**src/rtl/id_ex_stage.sv**
```systemverilog
// rtl/id_ex_stage.sv - ID/EX pipeline register with operand forwarding, load-use bubble, hold and flush
module id_ex_stage (
  input  logic        clk,
  input  logic        rst_n,
  input  logic        id_valid,
  output logic        id_ready,
  input  logic [4:0]  id_rs,
  input  logic [4:0]  id_rt,
  input  logic [4:0]  id_rd,
  input  logic [31:0] id_rs_data,
  input  logic [31:0] id_rt_data,
  input  logic [31:0] id_imm,
  input  logic [4:0]  id_shamt,
  input  logic        id_alusrc,
  input  logic [1:0]  id_ALUop,
  input  logic [5:0]  id_Func,
  input  logic        id_regwrite,
  input  logic        id_memread,
  input  logic        id_memwrite,
  input  logic [31:0] ex_result,
  input  logic        exmem_regwrite,
  input  logic [4:0]  exmem_rd,
  input  logic [31:0] exmem_data,
  input  logic        memwb_regwrite,
  input  logic [4:0]  memwb_rd,
  input  logic [31:0] memwb_data,
  input  logic        hold,
  input  logic        flush,
  output logic [31:0] A,
  output logic [31:0] B,
  output logic [1:0]  ALUop,
  output logic [5:0]  Func,
  output logic        ex_valid,
  output logic [4:0]  ex_rd,
  output logic        ex_regwrite,
  output logic        ex_memread,
  output logic        ex_memwrite,
  output logic [31:0] ex_store_data
);

  typedef struct packed {
    logic        valid;
    logic        regwrite;
    logic        memread;
    logic        memwrite;
    logic [4:0]  rd;
    logic [1:0]  aluop;
    logic [5:0]  func;
    logic [31:0] a;
    logic [31:0] b;
    logic [31:0] store_data;
  } slot_t;

  slot_t       slot_q, slot_d, load_slot;
  logic [31:0] rs_fwd, rt_fwd;
  logic        load_use, fixed_shift;

  // A load's data is not ready in EX, so EX forwarding excludes memread instructions.
  function automatic logic [31:0] fwd(input logic [4:0] s, input logic [31:0] rf,
                                      input slot_t cur, input logic [31:0] exr,
                                      input logic xm_we, input logic [4:0] xm_rd,
                                      input logic [31:0] xm_d, input logic mw_we,
                                      input logic [4:0] mw_rd, input logic [31:0] mw_d);
    logic [31:0] v;
    v = rf;
    if (s != 5'd0) begin
      if (cur.valid && cur.regwrite && !cur.memread && cur.rd == s) v = exr;
      else if (xm_we && xm_rd == s)                                v = xm_d;
      else if (mw_we && mw_rd == s)                                v = mw_d;
    end
    return v;
  endfunction

  assign rs_fwd = fwd(id_rs, id_rs_data, slot_q, ex_result, exmem_regwrite, exmem_rd,
                      exmem_data, memwb_regwrite, memwb_rd, memwb_data);
  assign rt_fwd = fwd(id_rt, id_rt_data, slot_q, ex_result, exmem_regwrite, exmem_rd,
                      exmem_data, memwb_regwrite, memwb_rd, memwb_data);

  assign load_use = id_valid && slot_q.valid && slot_q.memread && (slot_q.rd != 5'd0) &&
                    ((slot_q.rd == id_rs) || (slot_q.rd == id_rt));
  assign id_ready = !hold && !load_use;

  assign fixed_shift = (id_ALUop == 2'b10) && (id_Func[5:2] == 4'b0000);

  always_comb begin
    load_slot            = '0;
    load_slot.valid      = 1'b1;
    load_slot.regwrite   = id_regwrite;
    load_slot.memread    = id_memread;
    load_slot.memwrite   = id_memwrite;
    load_slot.rd         = id_rd;
    load_slot.aluop      = id_ALUop;
    load_slot.func       = id_Func;
    load_slot.a          = fixed_shift ? {27'b0, id_shamt} : rs_fwd;
    load_slot.b          = id_alusrc ? id_imm : rt_fwd;
    load_slot.store_data = rt_fwd;
  end

  // flush outranks hold so a squashed instruction never survives a freeze.
  always_comb begin
    slot_d = '0;
    if (flush)         slot_d = '0;
    else if (hold)     slot_d = slot_q;
    else if (load_use) slot_d = '0;
    else if (id_valid) slot_d = load_slot;
  end

  always_ff @(posedge clk or negedge rst_n) begin
    if (!rst_n) slot_q <= '0;
    else        slot_q <= slot_d;
  end

  assign A             = slot_q.a;
  assign B             = slot_q.b;
  assign ALUop         = slot_q.aluop;
  assign Func          = slot_q.func;
  assign ex_valid      = slot_q.valid;
  assign ex_rd         = slot_q.rd;
  assign ex_regwrite   = slot_q.regwrite;
  assign ex_memread    = slot_q.memread;
  assign ex_memwrite   = slot_q.memwrite;
  assign ex_store_data = slot_q.store_data;

endmodule

```
**config.mk**
```make
export PLATFORM = sky130hd
export DESIGN_NAME = id_ex_stage
export DESIGN_NICKNAME = d
export VERILOG_FILES = /design/src/rtl/id_ex_stage.sv
export SDC_FILE = /design/constraint.sdc
export NUM_CORES = 1
export LEC_CHECK = 0
export ABC_AREA = 1
export BUFFER_PORTS_ARGS = -buffer_cell sky130_fd_sc_hd__buf_2
export CAP_MARGIN = 5
export CORE_AREA = 2 2 140 142
export CTS_CLUSTER_SIZE = 12
export DETAILED_ROUTE_END_ITERATION = 7
export DIE_AREA = 0 0 142 144
export PLACE_DENSITY = 0.77
export SLEW_MARGIN = 5
export SYNTH_ARGS = -nofsm -noshare
export SYNTH_HDL_FRONTEND = slang
export SYNTH_SLANG_ARGS = --single-unit
```
**constraint.sdc**
```tcl
create_clock -name clk -period 3.6 [get_ports clk]
set_input_delay 1.08 -clock clk [delete_from_list [all_inputs] [get_ports clk]]
set_output_delay 1.08 -clock clk [all_outputs]
set_load 0.005 [all_outputs]
```
### Word-level counts from Yosys, hierarchy flattened

Index checks and enable logic that the tools add are counted.

| operators by class | value |
|---|---|
| multiplexer cells | 14 |
| reductions and logical operators | 22 |
| equal/unequal tests | 8 |

Operators with widths:

| cell | number |
|---|---|
| two-way mux 113 bit | 4 |
| two-way mux 32 bit | 10 |
| equality test 5 bit | 6 |
| nonzero test 5 bit | 3 |
| logical AND 1 bit | 14 |
| zero test 4 bit | 1 |
| zero test 1 bit | 3 |
| equality test 2 bit (second input constant) | 1 |
| != test 2 x 1 -> 1 bit (second input constant) | 1 |
| logical OR 1 bit | 1 |

| word-level totals | value |
|---|---|
| bits in registers | 113 |
| bits of input ports | 241 |
| word-level logic and storage cells | 54 |

### Depth between registers and ports, before layout

| logic depth | value |
|---|---|
| word-level depth | 11 |
| gate-level depth with buffers | 15 |
| gate-level depth less buffers | 14 |

### Worst setup path after synthesis

Ideal clock, no wire load.

| timing path | value |
|---|---|
| path type | input-to-output |
| from | input id_rt[0] |
| to | output id_ready |
| buffers on the path | 0 |
| setup slack | 0.756 ns |
| arrival | 1.764 ns |
| stages | 9 |
| cells stage by stage | inv_2 -> nand2_1 -> nand2_1 -> nor2_1 -> inv_1 -> nor2_4 -> o21ai_2 -> inv_1 -> nor2_1 |

| between the ends | value |
|---|---|
| longest elaborated chain between the ends | 5 |

RTL lines:

| element | line | source |
|---|---|---|
| start, declared | 8 | `input logic [4:0] id_rt,` |
| equality test 5 bit | 80 | `((slot_q.rd == id_rs) \|\| (slot_q.rd == id_rt));` |
| logical OR 1 bit | 80 |  |
| logical AND 1 bit | 79 | `assign load_use = id_valid && slot_q.valid && slot_q.memread && (slot_q.rd != 5'd0) &&` |
| zero test 1 bit | 81 | `assign id_ready = !hold && !load_use;` |
| logical AND 1 bit | 81 |  |
| end, declared | 6 | `output logic id_ready,` |

Every way passes these cells.

### Final worst setup path

| timing path | value |
|---|---|
| from | input id_rt[4] |
| to | output id_ready |

The elaborated chain is that of the path after synthesis.

==> qor.csv <==
metric,value,unit
outcome,"finished, final reports clean",
PnR worst setup slack,466,ps
Syn Inst Count,1498,
startpoint types,primary input,
Filler cells,1936,
FMAX,319,MHz
Wirelength per Cell,17.1,um
Die Area,20400,um^2
Ports,355,
DRC viols,0,
crit-path max cell delay,160,ps
share of cells above drive strength 1,27.3,%
flip-flop and latch area,2830,um^2
Mean Syn Cell Area,5.83,um^2
Pre-antenna DRT Iters,5,
Routed WL,35.6,mm
initial antenna violation count,13,
global-route wire length before repair,54.8,mm
via count,10873,
Crit. End Element,primary output,
Setup CP Type,primary input to primary output,
"Clk Latency, worst-skew pair",420,ps
slowest CP cell,buf_2,
DR vias/cell,5.23,
Row Count,51,
Register-to-Register Path Depth,12,
nets@finish,2059,
DP HPWL,26.9,mm
RD Place Congestion,0.980,
max_slew headroom,50.2,%
Synth Register Bits,113,
maxcap violations,0,
VDD IR max,324,uV
worst r2r src,ex_rd[4]$_DFFE_PN0P_,
yosys warns,0,
"Seq/Total Area, Yosys",32.4,%
worst hold path type,flop to flop,
crit path max fanout,6,
Initial Utilization,45.8,%
Multi-input gate area,5050,um^2
Num Clock Sinks,113,
most frequent cells in the layout,"610 x nand2_1, 353 x buf_2, 217 x nor2_1",
Final Util,59.5,%
"CTS clk-pin slew, worst paths",60,ps
gr usage total,34.5,%
Syn Std Cell Area,8740,um^2
final setup fails,0,
Initial DRC Count,828,
syn_nets,1739,
Floorplan Core Area,19100,um^2
min Tclk post-route,3130,ps
CTS tree,done,
setup TNS,0,ps
number of global-route vias before repair,10266,
Hold Crit Start,B[17]$_DFFE_PN0P_,
RSZ-0062 raised after global routing,no,
FF-to-FF setup slack,1330,ps
Buffers on Ports,354,
H-Tree Depth,4,
CP Cell Sequence,buf_2 > inv_2 > nand2_1 > nand2_1 > nor2_2 > nand2_2 > nor2_4 > o21ai_2 > inv_1 > nor2_1 > buf_2,
Final Skew,11.9,ps
Slew Limit Fails,0,
R2R Path End,A[23]$_DFFE_PN0P_,
Die W,142,um
period utilization,87.1,%
worst-margin pin slew,747,ps
Critical Path Sink,id_ready,
Root Buffer,clkbuf_16,
hold_ws,471,ps
largest net degree at the start of global routing,61,
"Hold-fix buffers, CTS",0,
hold path cells,2,
crit path launch,id_rt[4],
chip height,144,um
Inserted Clock Buffers,17,
PwrDens,340,nW/um^2
final total power,3.86,mW
"commonest non-fill, non-tap cell in the layout",nand2_1,
final hold viol count,0,
Synth cell types,30,
Static Leak,6.92,nW
Crit path arrival time,2050,ps
GRT Residual Overflow,0,
postcts setup bufs,0,
CTS resizes,0,
post-place setup slack,472,ps
CP required,2520,ps
deepest clock path buffer count,2,
area grow syn2layout,30.0,%
Routed Antenna Nets,0,
-- cells in the mapped netlist (all sizes together) --
library cell / instances / share of area [%]
nand2: 611 / 26
nor2: 226 / 10
nand3: 192 / 11
inv: 126 / 5.4
dfrtp: 113 / 32
or2: 59 / 4.2
o21ai: 50 / 2.9
buf: 43 / 3.0
clkbuf: 42 / 1.8
a21oi: 8 / 0.46
o22ai: 8 / 0.57
xnor2: 6 / 0.60
nand3b: 5 / 0.43
nand4: 4 / 0.29
nor3: 3 / 0.17
o211ai: 1 / 0.086
xor2: 1 / 0.10
-- registers in the layout, summed over array words and instances, names as in the netlist --
| name | cells |
|---|---|
| ex_memwrite | 1 |
| A | 32 |
| ex_rd | 5 |
| ex_regwrite | 1 |
| Func | 6 |
| ALUop | 2 |
| ex_store_data | 32 |
| ex_valid | 1 |
| B | 32 |
| ex_memread | 1 |
-- area by class of cell --
cell class,count,share of cell area [%]
diodes,11,0.242
multi-input cells,1174,44.5
inverters,126,4.17
well taps,238,2.62
repair buffers,386,18.3
flip-flops and latches,113,24.9
clock inverters,13,1.31
clock buffers,19,3.99
-- worst min-delay path by stage --
stage	to	slack (ps)
after global placement	B[23]$_DFFE_PN0P_	460
final	B[17]$_DFFE_PN0P_	470
after floorplan	A[0]$_DFFE_PN0P_	470
after CTS	B[17]$_DFFE_PN0P_	480
after global routing	A[19]$_DFFE_PN0P_	490
after detailed placement	B[17]$_DFFE_PN0P_	460
-- worst max-delay path, delay by kind of cell --
family          cells  cell delay, ps
simple gates        6             480
buf+inv             4             400
compound gates      1              90
-- routing by layer --
layer | global-route usage, % | part of all wire [%] | vias to the layer above | routed length [um]
li1 | - | - | 5251 | -
met1 | 40.4 | 37 | 5021 | 13300
met2 | 60.5 | 50 | 514 | 17800
met3 | 8.61 | 9.0 | 81 | 3210
met4 | 14.6 | 3.3 | 6 | 1190
met5 | 0 | 0.12 | - | 43
-- logic make-up after synthesis --
kind of cell,count (synthesis),synth area share [%]
AO/OA/AOI/OAI,67,4.02
AND/OR/NAND/NOR,1100,52.6
XOR/XNOR,7,0.702
buffers and inverters,211,10.3
flip-flops,113,32.4
-- power breakdown --
part	switching [mW]	internal, mW	leakage (nW)	total (mW)
Clock	0.696	1.07	0.287	1.76
Combinational	0.452	0.278	5.09	0.731
Sequential	0.0361	1.33	1.54	1.36
Total	1.18	2.67	6.92	3.86
-- per-stage QoR --
stage,cells,cell area [um^2]
2_1_floorplan,1498,8740
3_3_place_gp,2037,10700
3_5_place_dp,2037,10700
4_1_cts,2069,11300
5_1_grt,2077,11300
6_report,2080,11400
(Power assumes the default switching activity.)
